--- config.mk ---
export PLATFORM = sky130hd
export DESIGN_NAME = pwm_melody_core_flat
export DESIGN_NICKNAME = d
export VERILOG_FILES = /design/src/rtl/pwm_melody_pkg.sv /design/src/rtl/pwm_melody_if.sv /design/src/rtl/pwm_note_rom.sv /design/src/rtl/pwm_melody_core.sv /design/src/flat_wrapper.sv
export SDC_FILE = /design/constraint.sdc
export NUM_CORES = 1
export LEC_CHECK = 0
export CELL_PAD_IN_SITES_DETAIL_PLACEMENT = 0
export CELL_PAD_IN_SITES_GLOBAL_PLACEMENT = 1
export CORE_MARGIN = 3
export CORE_UTILIZATION = 54
export DETAILED_ROUTE_END_ITERATION = 8
export DONT_BUFFER_PORTS = 1
export GPL_TIMING_DRIVEN = 1
export PLACE_DENSITY = 0.85
export SLEW_MARGIN = 30
export SYNTH_ARGS = -nofsm -noshare
export SYNTH_HDL_FRONTEND = slang
export SYNTH_SLANG_ARGS = --single-unit
--- constraint.sdc ---
create_clock -name clk -period 7.4 [get_ports clk]
set_input_delay 1.48 -clock clk [delete_from_list [all_inputs] [get_ports clk]]
set_output_delay 1.48 -clock clk [all_outputs]
set_load 0.05 [all_outputs]
--- src/rtl/pwm_melody_pkg.sv ---
// pwm_melody_pkg
//   Shared constants and types for the PWM melody tone engine:
//   note-table geometry, FSM state type and the fixed four-note table.
//   Half periods are in timing ticks; durations are in units of
//   2^DUR_SHIFT ticks. A half period of 0 marks a rest note.
package pwm_melody_pkg;

    localparam int unsigned NUM_NOTES  = 4;
    localparam int unsigned NOTE_IDX_W = 2;
    localparam int unsigned HALF_W     = 16;
    localparam int unsigned DUR_W      = 8;
    localparam int unsigned GAP_W      = 16;
    localparam int unsigned PRESC_W    = 16;

    typedef enum logic [1:0] {
        IDLE,
        TONE,
        GAP
    } state_e;

    localparam logic [HALF_W-1:0] NOTE_HALF [NUM_NOTES] = '{
        16'd1136, 16'd1012, 16'd0, 16'd851
    };

    localparam logic [DUR_W-1:0] NOTE_DUR [NUM_NOTES] = '{
        8'd4, 8'd4, 8'd2, 8'd8
    };

    // True when idx addresses the final entry of the note table.
    function automatic logic is_last_note(input logic [NOTE_IDX_W-1:0] idx);
        return idx == NOTE_IDX_W'(NUM_NOTES - 1);
    endfunction

endpackage

--- src/rtl/pwm_melody_if.sv ---
// pwm_melody_if
//   Control/status bundle between the PWM register block and the tone
//   engine.
//   int_req  : start request, a rising edge starts the melody
//              (the register bit is named "int" in the register map)
//   stop     : level abort, forces the engine idle
//   pwm      : registered square-wave audio output
//   busy     : engine not idle
//   done     : one-cycle pulse on normal completion
//   note_idx : note currently playing or gapping
//   master = register block side, slave = tone engine side.
interface pwm_melody_if;
    import pwm_melody_pkg::*;

    logic                  int_req;
    logic                  stop;
    logic                  pwm;
    logic                  busy;
    logic                  done;
    logic [NOTE_IDX_W-1:0] note_idx;

    modport master (
        output int_req,
        output stop,
        input  pwm,
        input  busy,
        input  done,
        input  note_idx
    );

    modport slave (
        input  int_req,
        input  stop,
        output pwm,
        output busy,
        output done,
        output note_idx
    );

endinterface

--- src/rtl/pwm_note_rom.sv ---
// pwm_note_rom
//   Combinational note table lookup.
//   note_idx    : table index
//   half_period : half period of the note in ticks (0 = rest)
//   duration    : note length in units of 2^DUR_SHIFT ticks
module pwm_note_rom
    import pwm_melody_pkg::*;
(
    input  logic [NOTE_IDX_W-1:0] note_idx,
    output logic [HALF_W-1:0]     half_period,
    output logic [DUR_W-1:0]      duration
);

    always_comb begin
        half_period = NOTE_HALF[note_idx];
        duration    = NOTE_DUR[note_idx];
    end

endmodule

--- src/rtl/pwm_melody_core.sv ---
// pwm_melody_core
//   Tone engine: on a rising edge of the start request, plays the fixed
//   four-note table as square waves, each note followed by a silent gap,
//   then returns idle and pulses done. stop aborts at any time.
//   clk   : system clock
//   reset : asynchronous active-high reset
//   bus   : control/status bundle (slave side), see pwm_melody_if
//   Parameters: TICK_DIV cycles per tick, note unit 2^DUR_SHIFT ticks,
//   GAP_TICKS silent ticks after each note.
module pwm_melody_core
    import pwm_melody_pkg::*;
#(
    parameter int unsigned TICK_DIV  = 50,
    parameter int unsigned DUR_SHIFT = 14,
    parameter int unsigned GAP_TICKS = 1000
) (
    input  logic         clk,
    input  logic         reset,
    pwm_melody_if.slave  bus
);

    localparam int unsigned DUR_CNT_W = DUR_W + DUR_SHIFT;

    state_e                 state_q, state_d;
    logic                   int_q, int_d;
    logic                   armed_q, armed_d;
    logic [PRESC_W-1:0]     presc_q, presc_d;
    logic [HALF_W-1:0]      half_q, half_d;
    logic [DUR_CNT_W-1:0]   dur_q, dur_d;
    logic [GAP_W-1:0]       gap_q, gap_d;
    logic [NOTE_IDX_W-1:0]  note_q, note_d;
    logic                   pwm_q, pwm_d;
    logic                   done_q, done_d;

    logic                   tick;
    logic                   start;
    logic                   load_note;
    logic [NOTE_IDX_W-1:0]  rom_idx;
    logic [HALF_W-1:0]      rom_half;
    logic [DUR_W-1:0]       rom_dur;

    // In GAP the table is addressed one ahead so the next note can be
    // loaded on the gap's final tick; IDLE always holds note_q at 0.
    assign rom_idx = (state_q == GAP) ? note_q + NOTE_IDX_W'(1) : note_q;

    pwm_note_rom u_rom (
        .note_idx    (rom_idx),
        .half_period (rom_half),
        .duration    (rom_dur)
    );

    assign tick = (presc_q == PRESC_W'(TICK_DIV - 1));

    always_comb begin
        state_d   = state_q;
        int_d     = bus.int_req;
        armed_d   = 1'b1;
        presc_d   = tick ? '0 : presc_q + PRESC_W'(1);
        half_d    = half_q;
        dur_d     = dur_q;
        gap_d     = gap_q;
        note_d    = note_q;
        pwm_d     = pwm_q;
        done_d    = 1'b0;
        load_note = 1'b0;

        // armed_q blocks the first cycle after reset: int_q has not yet
        // seen the real input level, so a level held through reset would
        // otherwise look like a rising edge.
        start = bus.int_req & ~int_q & armed_q;

        if (bus.stop) begin
            state_d = IDLE;
            pwm_d   = 1'b0;
            note_d  = '0;
        end else begin
            unique case (state_q)
                IDLE: begin
                    if (start) begin
                        state_d   = TONE;
                        note_d    = '0;
                        load_note = 1'b1;
                    end
                end

                TONE: begin
                    if (tick) begin
                        if (dur_q == DUR_CNT_W'(1)) begin
                            // End of note wins over a coincident toggle.
                            state_d = GAP;
                            pwm_d   = 1'b0;
                            gap_d   = GAP_W'(GAP_TICKS);
                        end else begin
                            dur_d = dur_q - DUR_CNT_W'(1);
                            if (half_q != '0) begin
                                if (half_q == HALF_W'(1)) begin
                                    pwm_d  = ~pwm_q;
                                    half_d = rom_half;
                                end else begin
                                    half_d = half_q - HALF_W'(1);
                                end
                            end
                        end
                    end
                end

                GAP: begin
                    if (tick) begin
                        if (gap_q == GAP_W'(1)) begin
                            if (is_last_note(note_q)) begin
                                state_d = IDLE;
                                done_d  = 1'b1;
                                note_d  = '0;
                            end else begin
                                state_d   = TONE;
                                note_d    = note_q + NOTE_IDX_W'(1);
                                load_note = 1'b1;
                            end
                        end else begin
                            gap_d = gap_q - GAP_W'(1);
                        end
                    end
                end

                default: begin
                    state_d = IDLE;
                    pwm_d   = 1'b0;
                    note_d  = '0;
                end
            endcase
        end

        if (load_note) begin
            half_d = rom_half;
            dur_d  = DUR_CNT_W'(rom_dur) << DUR_SHIFT;
            pwm_d  = (rom_half != '0);
        end

        // Restart the prescaler on every state entry so each state's
        // first tick lands TICK_DIV cycles after entry.
        if ((state_d != state_q) || (state_q == IDLE)) begin
            presc_d = '0;
        end
    end

    always_ff @(posedge clk or posedge reset) begin
        if (reset) begin
            state_q <= IDLE;
            int_q   <= 1'b0;
            armed_q <= 1'b0;
            presc_q <= '0;
            half_q  <= '0;
            dur_q   <= '0;
            gap_q   <= '0;
            note_q  <= '0;
            pwm_q   <= 1'b0;
            done_q  <= 1'b0;
        end else begin
            state_q <= state_d;
            int_q   <= int_d;
            armed_q <= armed_d;
            presc_q <= presc_d;
            half_q  <= half_d;
            dur_q   <= dur_d;
            gap_q   <= gap_d;
            note_q  <= note_d;
            pwm_q   <= pwm_d;
            done_q  <= done_d;
        end
    end

    assign bus.pwm      = pwm_q;
    assign bus.busy     = (state_q != IDLE);
    assign bus.done     = done_q;
    assign bus.note_idx = note_q;

endmodule

--- src/flat_wrapper.sv ---
// flat-port wrapper written by rule: the top's interface ports become plain ports
module pwm_melody_core_flat import pwm_melody_pkg::*;
#(
    parameter int unsigned TICK_DIV  = 50,
    parameter int unsigned DUR_SHIFT = 14,
    parameter int unsigned GAP_TICKS = 1000
)
  (clk, reset, bus_int_req, bus_stop, bus_pwm, bus_busy, bus_done, bus_note_idx);
  pwm_melody_if bus_i ();
  input  logic clk;
  input  logic reset;
  input wire logic [$bits(bus_i.int_req)-1:0] bus_int_req;
  input wire logic [$bits(bus_i.stop)-1:0] bus_stop;
  output wire logic [$bits(bus_i.pwm)-1:0] bus_pwm;
  output wire logic [$bits(bus_i.busy)-1:0] bus_busy;
  output wire logic [$bits(bus_i.done)-1:0] bus_done;
  output wire logic [$bits(bus_i.note_idx)-1:0] bus_note_idx;
  assign bus_i.int_req = bus_int_req;
  assign bus_i.stop = bus_stop;
  assign bus_pwm = bus_i.pwm;
  assign bus_busy = bus_i.busy;
  assign bus_done = bus_i.done;
  assign bus_note_idx = bus_i.note_idx;
  pwm_melody_core #(.TICK_DIV(TICK_DIV), .DUR_SHIFT(DUR_SHIFT), .GAP_TICKS(GAP_TICKS)) u_core (.clk(clk), .reset(reset), .bus(bus_i));
endmodule
Word-level counts from Yosys, hierarchy flattened
Cells that the tools add are included.
{ "word_totals": {"output_inout_bits": 5, "inputBits": 4, "word_cells": 117, "register_bits": 78} }
{ "op_classes": {"n_mux": 58, "bitwise_logic": 6, "n_reduce_logical": 15, "addsub": 5, "n_lt_le_gt_ge": 1, "n_eq_ne": 22} }
{ "ops": {"columns": ["operator", "count"], "rows": [
  ["$mux 16", 15],
  ["$mux 22", 5],
  ["$bmux 16 s2", 1],
  ["$eq 16x1->1 const B", 2],
  ["$pmux 16 s2", 1],
  ["$reduce_bool 16->1", 2],
  ["$sub 16x1->16 const B", 2],
  ["$mux 2", 12],
  ["$eq 22x1->1 const B", 1],
  ["$sub 22x1->22 const B", 1],
  ["$mux 1", 17],
  ["$add 16x1->16 const B", 1],
  ["$bmux 8 s2", 1],
  ["$eq 16x6->1 const B", 1],
  ["$mux 8", 2],
  ["$pmux 2 s3", 2],
  ["$reduce_and 4->1", 3],
  ["$ne 2x1->1 const B", 5],
  ["$ne 5x2->1 const B", 2],
  ["$reduce_bool 2->1", 5],
  ["$ne 3x2->1 const B", 2],
  ["$reduce_and 6->1", 1],
  ["$reduce_and 5->1", 1],
  ["$eq 2x2->1 const B", 2],
  ["15 further kinds", 20]
]} }

Longest topological paths before layout
{ "logic_depth": {"depth_word": 13, "depth_mapped": 9, "depth_no_buf": 8} }

Cells and area by module
A second synthesis with hierarchy kept.
{ "unflattened": {"cells_unflattened": 534, "hier_area_um2": 4783.3} }
{ "by_module_without_submodules": {"columns": ["module", "cells_per_inst", "seq_area_each_um2", "instances", "area_per_inst_um2"], "rows": [
  ["pwm_melody_core", 509, 1951.9, 1, 4605.7],
  ["pwm_note_rom", 25, 0.0, 1, 177.7]
]} }

Worst setup path after synthesis
OpenSTA, ideal clock, no wires.
{ "synth_path": {"kind": "in2reg", "startpoint": "input bus_int_req", "endpoint": "register u_core.half_q[13]", "path_buffers": 3, "cell_stages": 8, "t_required_ns": 7.279, "t_arrival_ns": 2.988, "setup_ns": 0.121, "slack_ns": 4.291, "path_cell_list": "nand2_1 -> or3_1 -> clkbuf_1 -> a21oi_1 -> clkbuf_1 -> buf_2 -> o211ai_1 -> a22o_1"} }
{ "synth_via": {"elab_chain_len": 7, "elab_cells_between_ends": 12, "classes_between": "eq/ne: 2; mux: 4; bitwise: 2; reduce/logical: 4"} }
{ "synth_lines": {"columns": ["element", "line", "text"], "rows": [
  ["start: declaration", "flat_wrapper.sv:12", "input wire logic [$bits(bus_i.int_req)-1:0] bus_int_req;"],
  ["$and 1x1->1 (*) (2 in a row)", "pwm_melody_core.sv:70", "start = bus.int_req & ~int_q & armed_q;"],
  ["$mux 1 (*)", "pwm_melody_core.sv:79", "if (start) begin"],
  ["$pmux 1 s2 (*)", "pwm_melody_core.sv:77", "unique case (state_q)"],
  ["$mux 1 (*)", "pwm_melody_core.sv:72", "if (bus.stop) begin"],
  ["$ne 2x1->1 (no source line) / $reduce_bool 2->1 (equally long branches)", null, null],
  ["$reduce_and 5->1 (no source line)", null, null],
  ["end signal: assignment", "pwm_melody_core.sv:163", "half_q <= half_d;"],
  ["end: declaration", "pwm_melody_core.sv:28", "logic [HALF_W-1:0] half_q, half_d;"]
]} }
Every way passes the cells marked *; elsewhere a longest branch is shown, timed or not.
A chain may end at the register's enable or synchronous reset.

Worst setup path in the final report
{ "layout_path": {"startpoint": "register u_core.gap_q[2]", "endpoint": "register u_core.half_q[10]"} }
{ "layout_via": {"elab_chain_len": 7, "elab_cells_between_ends": 12, "classes_between": "eq/ne: 3; mux: 5; reduce/logical: 4"} }
{ "layout_lines": {"columns": ["element", "line", "text"], "rows": [
  ["start: declaration", "pwm_melody_core.sv:30", "logic [GAP_W-1:0] gap_q, gap_d;"],
  ["start signal: assignment", "pwm_melody_core.sv:165", "gap_q <= gap_d;"],
  ["$eq 16x1->1 (*)", "pwm_melody_core.sv:109", "if (gap_q == GAP_W'(1)) begin"],
  ["$mux 1 (*)", "pwm_melody_core.sv:109", null],
  ["$mux 1 (*)", "pwm_melody_core.sv:108", "if (tick) begin"],
  ["$pmux 1 s2 (*)", "pwm_melody_core.sv:77", null],
  ["$mux 1 (*)", "pwm_melody_core.sv:72", null],
  ["$ne 2x1->1 (no source line) / $reduce_bool 2->1 (equally long branches)", null, null],
  ["$reduce_and 5->1 (no source line)", null, null]
]} }
Marks and branches as above.

==> flow_metrics.env <==
export IMPL_status="finished clean"
export IMPL_wl_mm=10.1
export IMPL_critPathBufInv=0
export IMPL_reg2regPathDepth=6
export IMPL_antenna_found_initial=0
export IMPL_seq_area_frac_synth=0.427
export IMPL_first_iter_violations=219
export IMPL_syn_to_final_growth_pct=6.60
export IMPL_vias=3721
export IMPL_cp_slowest_cell="o21ai_2"
export IMPL_cts_root_buf="clkbuf_8"
export IMPL_dp_cells=579
export IMPL_cts_tree="built"
export IMPL_drtAntennaViolNets=0
export IMPL_crit_fanout=16
export IMPL_overflow=0
export IMPL_routedWlPerCell_um=17.0
export IMPL_worst_ep_required_time_ns=7.64
export IMPL_synth_edf_count=0
export IMPL_ctsHtreeMaxLevel=3
export IMPL_netlist_instances=492
export IMPL_clk_latency_ns=0.36
export IMPL_clkTransAtPathRegs_ns=0.09
export IMPL_cts_sinks=78
export IMPL_worstPathArrival_ns=3.30
export IMPL_r2r_start="u_core.gap_q[2]"
export IMPL_rrSetupSlack_ns=4.34
export IMPL_rows=32
export IMPL_worst_slack_ns=4.34
export IMPL_drc=0
export IMPL_critical_path_cell_chain="nor4_1, nand4_1, o21ai_2, a21o_1, nand2_1, o32a_1"
export IMPL_timing_rr_end="u_core.half_q[10]"
export IMPL_clockPowerShare=0.369
export IMPL_cts_resized=0
export IMPL_critPathTopFamily="compound AO/OA/AOI/OAI gates"
export IMPL_synth_cell_types=68
export IMPL_die_x_um=98
export IMPL_cp_depth=6
export IMPL_ios=9
export IMPL_grtUsageTotal=0.219
export IMPL_slew_headroom=0.420
export IMPL_cp_start_kind="flop"
export IMPL_ys_seq_elements=78
export IMPL_worst_setup_path_end_kind="flop"
export IMPL_p_int_uw=661
export IMPL_tns_ns=0
export IMPL_syn_num_nets=505
export IMPL_final_cell_area_mm2=0.00487
export IMPL_final_layout_size_suffix_gt1_frac=0.0710
export IMPL_die_y_um=98
export IMPL_worstSetupEndpoint="u_core.half_q[10]"
export IMPL_fmax_mhz=327
export IMPL_synth_flop_cell="dfrtp_1"
export IMPL_fin_crit_sh=0.413
export IMPL_final_cell_mix="dfrtp_1, nor2_1, xor2_1"
export IMPL_antenna_cells=0
export IMPL_viasPerCell=6.25
export IMPL_grt_max_degree=79
export IMPL_final_max_slew_viol_count=0
export IMPL_post_route_min_period_ns=3.06
export IMPL_numPortBuffers=0
export IMPL_ys_async_sr_fraction=1.00
export IMPL_tightest_slew_ns=0.863
export IMPL_startpoint="u_core.gap_q[2]"
export IMPL_synth_avg_cell_area_um2=9.29
export IMPL_initial_core_util=0.574
export IMPL_layout_commonest_cell="dfrtp_1"
export IMPL_core_mm2=0.00797
export IMPL_pwr_share_seq=0.504
export IMPL_drtPass1Iterations=5
export IMPL_post_cts_setup_buffers=0
export IMPL_fin_util=0.611
export IMPL_hold_viol_final=0
export IMPL_finClkSkew_ns=0.0136
export IMPL_p_leak_nw=2.09
export IMPL_die_area_mm2=0.00960
export IMPL_worstSetupPathType="flop to flop"
export IMPL_p_sw_frac=0.284
export IMPL_grt_pass1_wl_mm=17.5
export IMPL_power_density_mw_per_mm2=190
export IMPL_holdCritStartpoint="u_core.half_q[12]"
export IMPL_dpl_hpwl_mm=6.79
export IMPL_hold_path_class="flop to flop"
export IMPL_power_switching_uw=262
export IMPL_pre_cts_ws_ns=3.99
export IMPL_combinationalPowerShare=0.127
export IMPL_drv_cap=0
export IMPL_grt_pass1_vias=3615
export IMPL_setup_viol=0
export IMPL_rsz0062_at_grt="no"
export IMPL_netlist_area_mm2=0.00457
export IMPL_final_cells=595
export IMPL_fin_nets=501
export IMPL_postPlaceCellArea_mm2=0.00466
export IMPL_clk_path_buf_depth=2
export IMPL_postCtsHoldBufs=0
export IMPL_gp_routability_congestion=0.823
export IMPL_slowest_delay_ns=0.53
export IMPL_fillers=713
export IMPL_yosys_warnings=0
export IMPL_cts_made_buffers=9
export IMPL_vdd_drop_max_mv=0.113
==> worst register-to-register path: stages, from the launching register on <==
cell and delay, ns:
dfrtp_1 0.43, nor4_1 0.40, nand4_1 0.49, o21ai_2 0.53, a21o_1 0.51, nand2_1 0.21, o32a_1 0.37
==> kinds of logic after synthesis <==
group / Yosys count / synth area share
flip-flops: 78 / 0.427
AO/OA/AOI/OAI: 88 / 0.142
buffers and inverters: 36 / 0.0318
adder cells (fa/ha/maj): 9 / 0.0246
AND/OR/NAND/NOR: 230 / 0.275
multiplexers: 9 / 0.0200
other: 1 / 0.000820
XOR/XNOR: 41 / 0.0786
==> layer usage <==
layer,GRT usage,wire [um],up-vias,share of wire
li1,-,-,1796,-
met1,0.323,4960,1820,0.49
met2,0.330,4540,88,0.45
met3,0.0371,438,17,0.043
met4,0.0703,159,0,0.016
met5,0,0,-,0
==> registers in the layout (all words and copies together), names as in the netlist <==
register,count
u_core.int_q,1
u_core.bus.note_idx,2
u_core.half_q,16
u_core.bus.done,1
u_core.gap_q,16
u_core.bus.pwm,1
u_core.presc_q,16
u_core.armed_q,1
u_core.dur_q,22
u_core.state_q,2
==> power by group through the flow <==
stage	logic [mW]	registers, mW	clock network [mW]
detailed placement	0.117	0.474	0
floorplan	0.0953	0.469	0
finish	0.117	0.466	0.341
CTS	0.118	0.466	0.345
global route	0.132	0.469	0.364
global placement	0.113	0.473	0
==> metrics by stage <==
| stage | hold WS (ns) | power (mW) |
|---|---|---|
| final | 0.490 | 0.924 |
| after global routing | 0.506 | 0.965 |
| after CTS | 0.489 | 0.929 |
| after detailed placement | 0.470 | 0.591 |
| after global placement | 0.462 | 0.587 |
| after floorplan | 0.443 | 0.564 |
==> layout make-up <==
| type | count | area (um^2) | area share |
|---|---|---|---|
| clock buffer | 11 | 151 | 0.0311 |
| multi-input combinational | 378 | 2470 | 0.508 |
| inverter | 15 | 57.6 | 0.0118 |
| clock inverter | 5 | 57.6 | 0.0118 |
| sequential | 78 | 1950 | 0.401 |
| tap | 102 | 128 | 0.0262 |
| timing repair buffer | 6 | 52.6 | 0.0108 |
==> cells in the mapped netlist, types with 8 or more instances <==
| master | count | area [um^2] |
|---|---|---|
| dfrtp_1 | 78 | 1950 |
| o211ai_1 | 18 | 135 |
| clkbuf_1 | 13 | 48.8 |
| nor3_1 | 19 | 95.1 |
| xor2_1 | 31 | 272 |
| xnor2_1 | 10 | 87.6 |
| mux2i_1 | 8 | 80.1 |
| a21oi_1 | 13 | 65.1 |
| ha_1 | 9 | 113 |
| nor4_1 | 15 | 93.8 |
| inv_1 | 15 | 56.3 |
| nand3_1 | 20 | 100 |
| nand4_1 | 19 | 119 |
| nor2_1 | 65 | 244 |
| nand2_1 | 29 | 109 |
| or3_1 | 8 | 50.1 |
==> how the worst min path moves through the flow <==
stage                             end  cells past startpoint  slack, ns
floorplan           u_core.half_q[12]                      1       0.44
global placement    u_core.half_q[12]                      1       0.46
detailed placement  u_core.half_q[12]                      1       0.47
CTS                 u_core.half_q[12]                      1       0.49
global route        u_core.half_q[12]                      1       0.51
finish              u_core.half_q[12]                      1       0.49
Note: power is estimated with default switching activity, not from simulation.
